<file path="src/rtl/fetch_pc_unit.sv">
// rtl/fetch_pc_unit.sv - PA-RISC style PC/nPC fetch stage with IF/ID register
module fetch_pc_unit #(
  parameter int          ADDR_W   = 9,
  parameter int          INSTR_W  = 32,
  parameter int unsigned RESET_PC = 0
) (
  input  logic               clk,
  input  logic               rst_n,
  input  logic               le,
  input  logic               branch_taken,
  input  logic [ADDR_W-1:0]  branch_target,
  input  logic               flush,
  output logic [ADDR_W-1:0]  rom_addr,
  input  logic [INSTR_W-1:0] rom_instr,
  output logic [INSTR_W-1:0] ifid_instr,
  output logic [ADDR_W-1:0]  ifid_pc,
  output logic               ifid_valid,
  output logic               misalign
);

  localparam logic [ADDR_W-1:0] RESET_PC_V  = ADDR_W'(RESET_PC);
  localparam logic [ADDR_W-1:0] RESET_NPC_V = ADDR_W'(RESET_PC + 4);

  typedef enum logic {BOOT, RUN} state_t;

  state_t state_q, state_d;

  logic [ADDR_W-1:0]  pc_q, pc_d;
  logic [ADDR_W-1:0]  npc_q, npc_d;
  logic [INSTR_W-1:0] ifid_instr_q, ifid_instr_d;
  logic [ADDR_W-1:0]  ifid_pc_q, ifid_pc_d;
  logic               ifid_valid_q, ifid_valid_d;
  logic               misalign_q, misalign_d;

  logic               advance;
  logic               stall_kill;
  logic [ADDR_W-1:0]  target_aligned;

  // State register: BOOT after reset, RUN thereafter
  always_ff @(posedge clk or negedge rst_n) begin
    if (!rst_n) state_q <= BOOT;
    else        state_q <= state_d;
  end

  // Next state: BOOT lasts exactly one edge regardless of le
  always_comb begin
    state_d = state_q;
    case (state_q)
      BOOT:    state_d = RUN;
      RUN:     state_d = RUN;
      default: state_d = BOOT;
    endcase
  end

  // FSM outputs: advance the fetch queue, or only drop ifid_valid while stalled
  always_comb begin
    advance    = 1'b0;
    stall_kill = 1'b0;
    if (state_q == RUN) begin
      advance    = le;
      stall_kill = ~le & flush;
    end
  end

  assign target_aligned = {branch_target[ADDR_W-1:2], 2'b00};

  // Datapath next-state: PC takes nPC; nPC takes redirect or sequential successor
  always_comb begin
    pc_d         = pc_q;
    npc_d        = npc_q;
    ifid_instr_d = ifid_instr_q;
    ifid_pc_d    = ifid_pc_q;
    ifid_valid_d = ifid_valid_q;
    misalign_d   = misalign_q;
    if (advance) begin
      pc_d         = npc_q;
      npc_d        = branch_taken ? target_aligned : npc_q + ADDR_W'(4);
      ifid_instr_d = flush ? '0 : rom_instr;
      ifid_pc_d    = pc_q;
      ifid_valid_d = ~flush;
      misalign_d   = misalign_q | (branch_taken & |branch_target[1:0]);
    end else if (stall_kill) begin
      ifid_valid_d = 1'b0;
    end
  end

  // Datapath registers with asynchronous reset
  always_ff @(posedge clk or negedge rst_n) begin
    if (!rst_n) begin
      pc_q         <= RESET_PC_V;
      npc_q        <= RESET_NPC_V;
      ifid_instr_q <= '0;
      ifid_pc_q    <= '0;
      ifid_valid_q <= 1'b0;
      misalign_q   <= 1'b0;
    end else begin
      pc_q         <= pc_d;
      npc_q        <= npc_d;
      ifid_instr_q <= ifid_instr_d;
      ifid_pc_q    <= ifid_pc_d;
      ifid_valid_q <= ifid_valid_d;
      misalign_q   <= misalign_d;
    end
  end

  assign rom_addr   = pc_q;
  assign ifid_instr = ifid_instr_q;
  assign ifid_pc    = ifid_pc_q;
  assign ifid_valid = ifid_valid_q;
  assign misalign   = misalign_q;

endmodule

</file>
<file path="config.mk">
export PLATFORM = sky130hd
export DESIGN_NAME = fetch_pc_unit
export DESIGN_NICKNAME = d
export VERILOG_FILES = /design/src/rtl/fetch_pc_unit.sv
export SDC_FILE = /design/constraint.sdc
export NUM_CORES = 1
export LEC_CHECK = 0
export CELL_PAD_IN_SITES_DETAIL_PLACEMENT = 0
export CELL_PAD_IN_SITES_GLOBAL_PLACEMENT = 1
export CORE_MARGIN = 5
export CORE_UTILIZATION = 35
export CTS_BUF_LIST = sky130_fd_sc_hd__clkbuf_4 sky130_fd_sc_hd__clkbuf_8
export DETAILED_ROUTE_END_ITERATION = 6
export PLACE_DENSITY_LB_ADDON = 0.1
export SLEW_MARGIN = 25
export SYNTH_ARGS = -nofsm -noshare
export SYNTH_HDL_FRONTEND = slang
export SYNTH_SLANG_ARGS = --single-unit
export TNS_END_PERCENT = 50
</file>
<file path="constraint.sdc">
create_clock -name clk -period 2.5 [get_ports clk]
set_input_delay 0.25 -clock clk [delete_from_list [all_inputs] [get_ports clk]]
set_output_delay 0.25 -clock clk [all_outputs]
set_load 0.005 [all_outputs]
</file>
# Word level (Yosys, flattened, before mapping)
# Index checks and enable logic that the tools add are counted.
# totals
ff_bits	62
in_bits	46
output_inout_bits	52
elab_cells	21
# op_classes
add_sub_neg	1
mux	6
bitwise	5
reduce_logical	2
# op_table
cell	n
$mux 32	1
$add 9x3->9 const B	1
$mux 9	1
$mux 1	4
$and 1x1->1	2
$not 1->1	2
$reduce_bool 2->1	1
$reduce_or 2->1	1
$or 1x1->1	1

# Logic depth before layout (Yosys ltp)
# depth
word_depth	5
ltp_mapped	6
ltp_nobuf	4

# Least setup slack after synthesis
# No wires, ideal clock.
# synth_timing
kind	reg-to-reg
from	register npc_q[3]
to	register npc_q[8]
setup_ns	0.129
t_arrival_ns	1.167
slack_ns	1.204
path_stages_with_launch	5
period_less_slack_ns	1.296
path_cell_list	dfrtp_1 > ha_1 > and3_2 > a311oi_1 > nor3_1
# synth_via
elab_chain_len	2
# synth_rtl
element	line_no	text
start, declared	29	logic [ADDR_W-1:0] npc_q, npc_d;
start signal, assigned	98	npc_q <= npc_d;
$add 9x3->9	77	npc_d = branch_taken ? target_aligned : npc_q + ADDR_W'(4);
$mux 9	77	
# No other way between the ends.
# A chain may end at the register's enable or synchronous reset.

# Worst setup path in the final report
# layout_timing
from	register pc_q[6] (netlist: rom_addr[6])
to	output port rom_addr[6]
# layout_lines
element	line_no	text
start, declared	28	logic [ADDR_W-1:0] pc_q, pc_d;
start signal, assigned	97	pc_q <= pc_d;
end, declared	13	output logic [ADDR_W-1:0] rom_addr,
# No word-level cell between the ends.

==> results.json <==
{
  "post_cts_resized": 0,
  "cp-end-kind": "output port",
  "fmax_mhz": 667.8,
  "grt_pass1_vias": 2058,
  "die_height_um": 93.56,
  "hpwl_um": 4170,
  "slowest_stage": "clkdlybuf4s50_1",
  "r2r-start": "npc_q[3]$_DFFE_PN0P_",
  "postCtsSetupRepairBufs": 0,
  "async_flop_share": 1.000,
  "holdWs_ns": 0.05315,
  "min_period_ns": 1.497,
  "ir_drop_v": 0.0002190,
  "crit_family": "buffers and inverters",
  "critPathMaxStageDelay_ns": 0.53,
  "slew_viol_final": 0,
  "syn_avg_cell_area_um2": 9.327,
  "grt_overflow_total": 0,
  "n_fill_cell": 679,
  "layout-drive-gt1-share": 0.05983,
  "rr_endpoint": "npc_q[8]$_DFFE_PN0P_",
  "num_rows": 30,
  "routed_wl_um": 5964,
  "rsz0062_at_grt": "no",
  "synth_enable_flop_cells": 0,
  "vias": 2032,
  "gp_congestion": 0.7508,
  "fin_skew_ns": 0.007499,
  "initial_core_util": 0.3597,
  "cp-start-kind": "flip-flop",
  "syn-cell-area_mm2": 0.002444,
  "finalHoldViolCount": 0,
  "numCtsBuffers": 5,
  "cp_max_fo": 3,
  "crit_arrival_ns": 1.25,
  "ys_warn_count": 0,
  "die_area_mm2": 0.008753,
  "status": "finished, final reports clean",
  "grt_pass1_wl_um": 9984,
  "critPathKind": "reg -> out",
  "ys_ff_latch": 56,
  "p_leak_uw": 0.001650,
  "ys_types": 32,
  "die_w_um": 93.56,
  "maxCapViolCount": 0,
  "finalSetupTns_ns": 0,
  "final_cell_mix": "nand2_1, clkdlybuf4s50_1, dfrtp_1",
  "port_buffers": 93,
  "nNetsFinal": 397,
  "clk_path_buf_depth": 2,
  "ios": 98,
  "cp_cell_sequence": "clkdlybuf4s50_1",
  "cp.required_ns": 2.25,
  "final_common_cell": "nand2_1",
  "core_mm2": 0.006794,
  "grt_max_degree": 57,
  "clock_sinks": 56,
  "cts_tree": "yes",
  "wl_per_cell_um": 13.34,
  "hold_class": "in -> async",
  "synth_ff_type": "dfrtp_1",
  "detail_route.first_pass.iterations": 4,
  "grt_use_total": 0.1437,
  "reg2reg_depth": 4,
  "drc": 0,
  "cp_num_buf_inv": 1,
  "antennaDiodeCount": 0,
  "clk_latency_ns": 0.31,
  "relSlewSlack": 0.5327,
  "p_per_area_mw_per_mm2": 604.8,
  "synth_cells": 262,
  "setup_viol": 0,
  "hold_buffers": 0,
  "first_iter_violations": 79,
  "timing.final.crit_share": 0.5990,
  "syn_to_final_growth_pct": 43.83,
  "via_per_inst": 4.546,
  "cts_max_level": 2,
  "ys_seq_area_frac": 0.5740,
  "cts-root-buf": "clkbuf_8",
  "antenna_found_initial": 0,
  "antenna_left": 0,
  "p_total_uw": 2126,
  "worst-slew-pin-transition_ns": 0.7009,
  "reg2reg_slack_ns": 1.07,
  "clk_pin_slew_ns": 0.11
}
-- synth_stat cells (2+ instances only) --
cell type | count | area [µm²]
a21oi_1 | 2 | 10.01
a22oi_1 | 2 | 15.01
buf_2 | 6 | 30.03
buf_4 | 6 | 45.04
buf_6 | 2 | 22.52
clkbuf_1 | 7 | 26.28
conb_1 | 2 | 7.510
dfrtp_1 | 55 | 1376
nand2_1 | 110 | 412.9
nand3_1 | 6 | 30.03
nand3b_1 | 32 | 240.2
nor2_1 | 6 | 22.52
o21ai_0 | 7 | 35.03
-- stage by stage --
stage | setup slack [ns] | utilization | cell area (µm²) | instances
floorplan | 1.204 | - | 2455 | 265
global placement | 0.7490 | 0.5039 | 3423 | 439
detailed placement | 0.7124 | 0.5039 | 3423 | 439
CTS | 0.9872 | 0.5173 | 3515 | 447
global route | 0.9405 | 0.5173 | 3515 | 447
finish | 1.003 | 0.5173 | 3515 | 447
-- worst max-delay path by stage --
stage,endpoint,start,cells past startpoint,slack (ns)
2_1_floorplan,npc_q[8]$_DFFE_PN0P_,npc_q[3]$_DFFE_PN0P_,4,1.20
3_3_place_gp,ifid_instr[6]$_DFFE_PN0P_,le,5,0.75
3_5_place_dp,ifid_valid$_DFFE_PN0P_,le,5,0.71
4_1_cts,rom_addr[6],rom_addr[6]$_DFFE_PN0P_,1,0.99
5_1_grt,rom_addr[6],rom_addr[6]$_DFFE_PN0P_,1,0.94
6_report,rom_addr[6],rom_addr[6]$_DFFE_PN0P_,1,1.00
-- area by class of cell --
type | count | area [µm²] | share of cell area
Timing Repair Buffer | 99 | 970.9 | 0.2763
Multi-Input combinational cell | 188 | 929.6 | 0.2645
Sequential cell | 56 | 1403 | 0.3991
Clock inverter | 3 | 22.52 | 0.006408
Tap cell | 96 | 120.1 | 0.03418
Clock buffer | 5 | 68.82 | 0.01958
-- registers in the layout, summed over array words and instances, names as in the netlist --
register    flops
ifid_valid      1
state_q         1
ifid_pc         7
rom_addr        7
misalign        1
ifid_instr     32
npc_q           7
-- power by group --
part | switching [µW] | leakage [µW] | internal, µW
Sequential | 96.1 | 0.000714 | 1030
Clock | 306 | 0.0000485 | 202
Combinational | 188 | 0.000887 | 304
-- logic make-up (layout without fill, tap and decap cells) --
family          after synthesis  count (layout)  share of synthesized area
mux                           1               1                   0.004096
compound gates               17              17                    0.04353
fa+ha+maj                     1               1                   0.005120
flops                        56              56                     0.5740
buf+inv                      21             107                    0.05069
other cells                   2               5                   0.003073
simple gates                164             164                     0.3195
-- per-layer routing --
layer  vias up  GRT usage  part of all wire
li1       1013          -                 -
met5         -          0                 0
met2        62     0.2341              0.47
met1       950     0.1799              0.43
met4         0    0.03610             0.011
met3         7    0.05471             0.085
(Power assumes the default switching activity.)
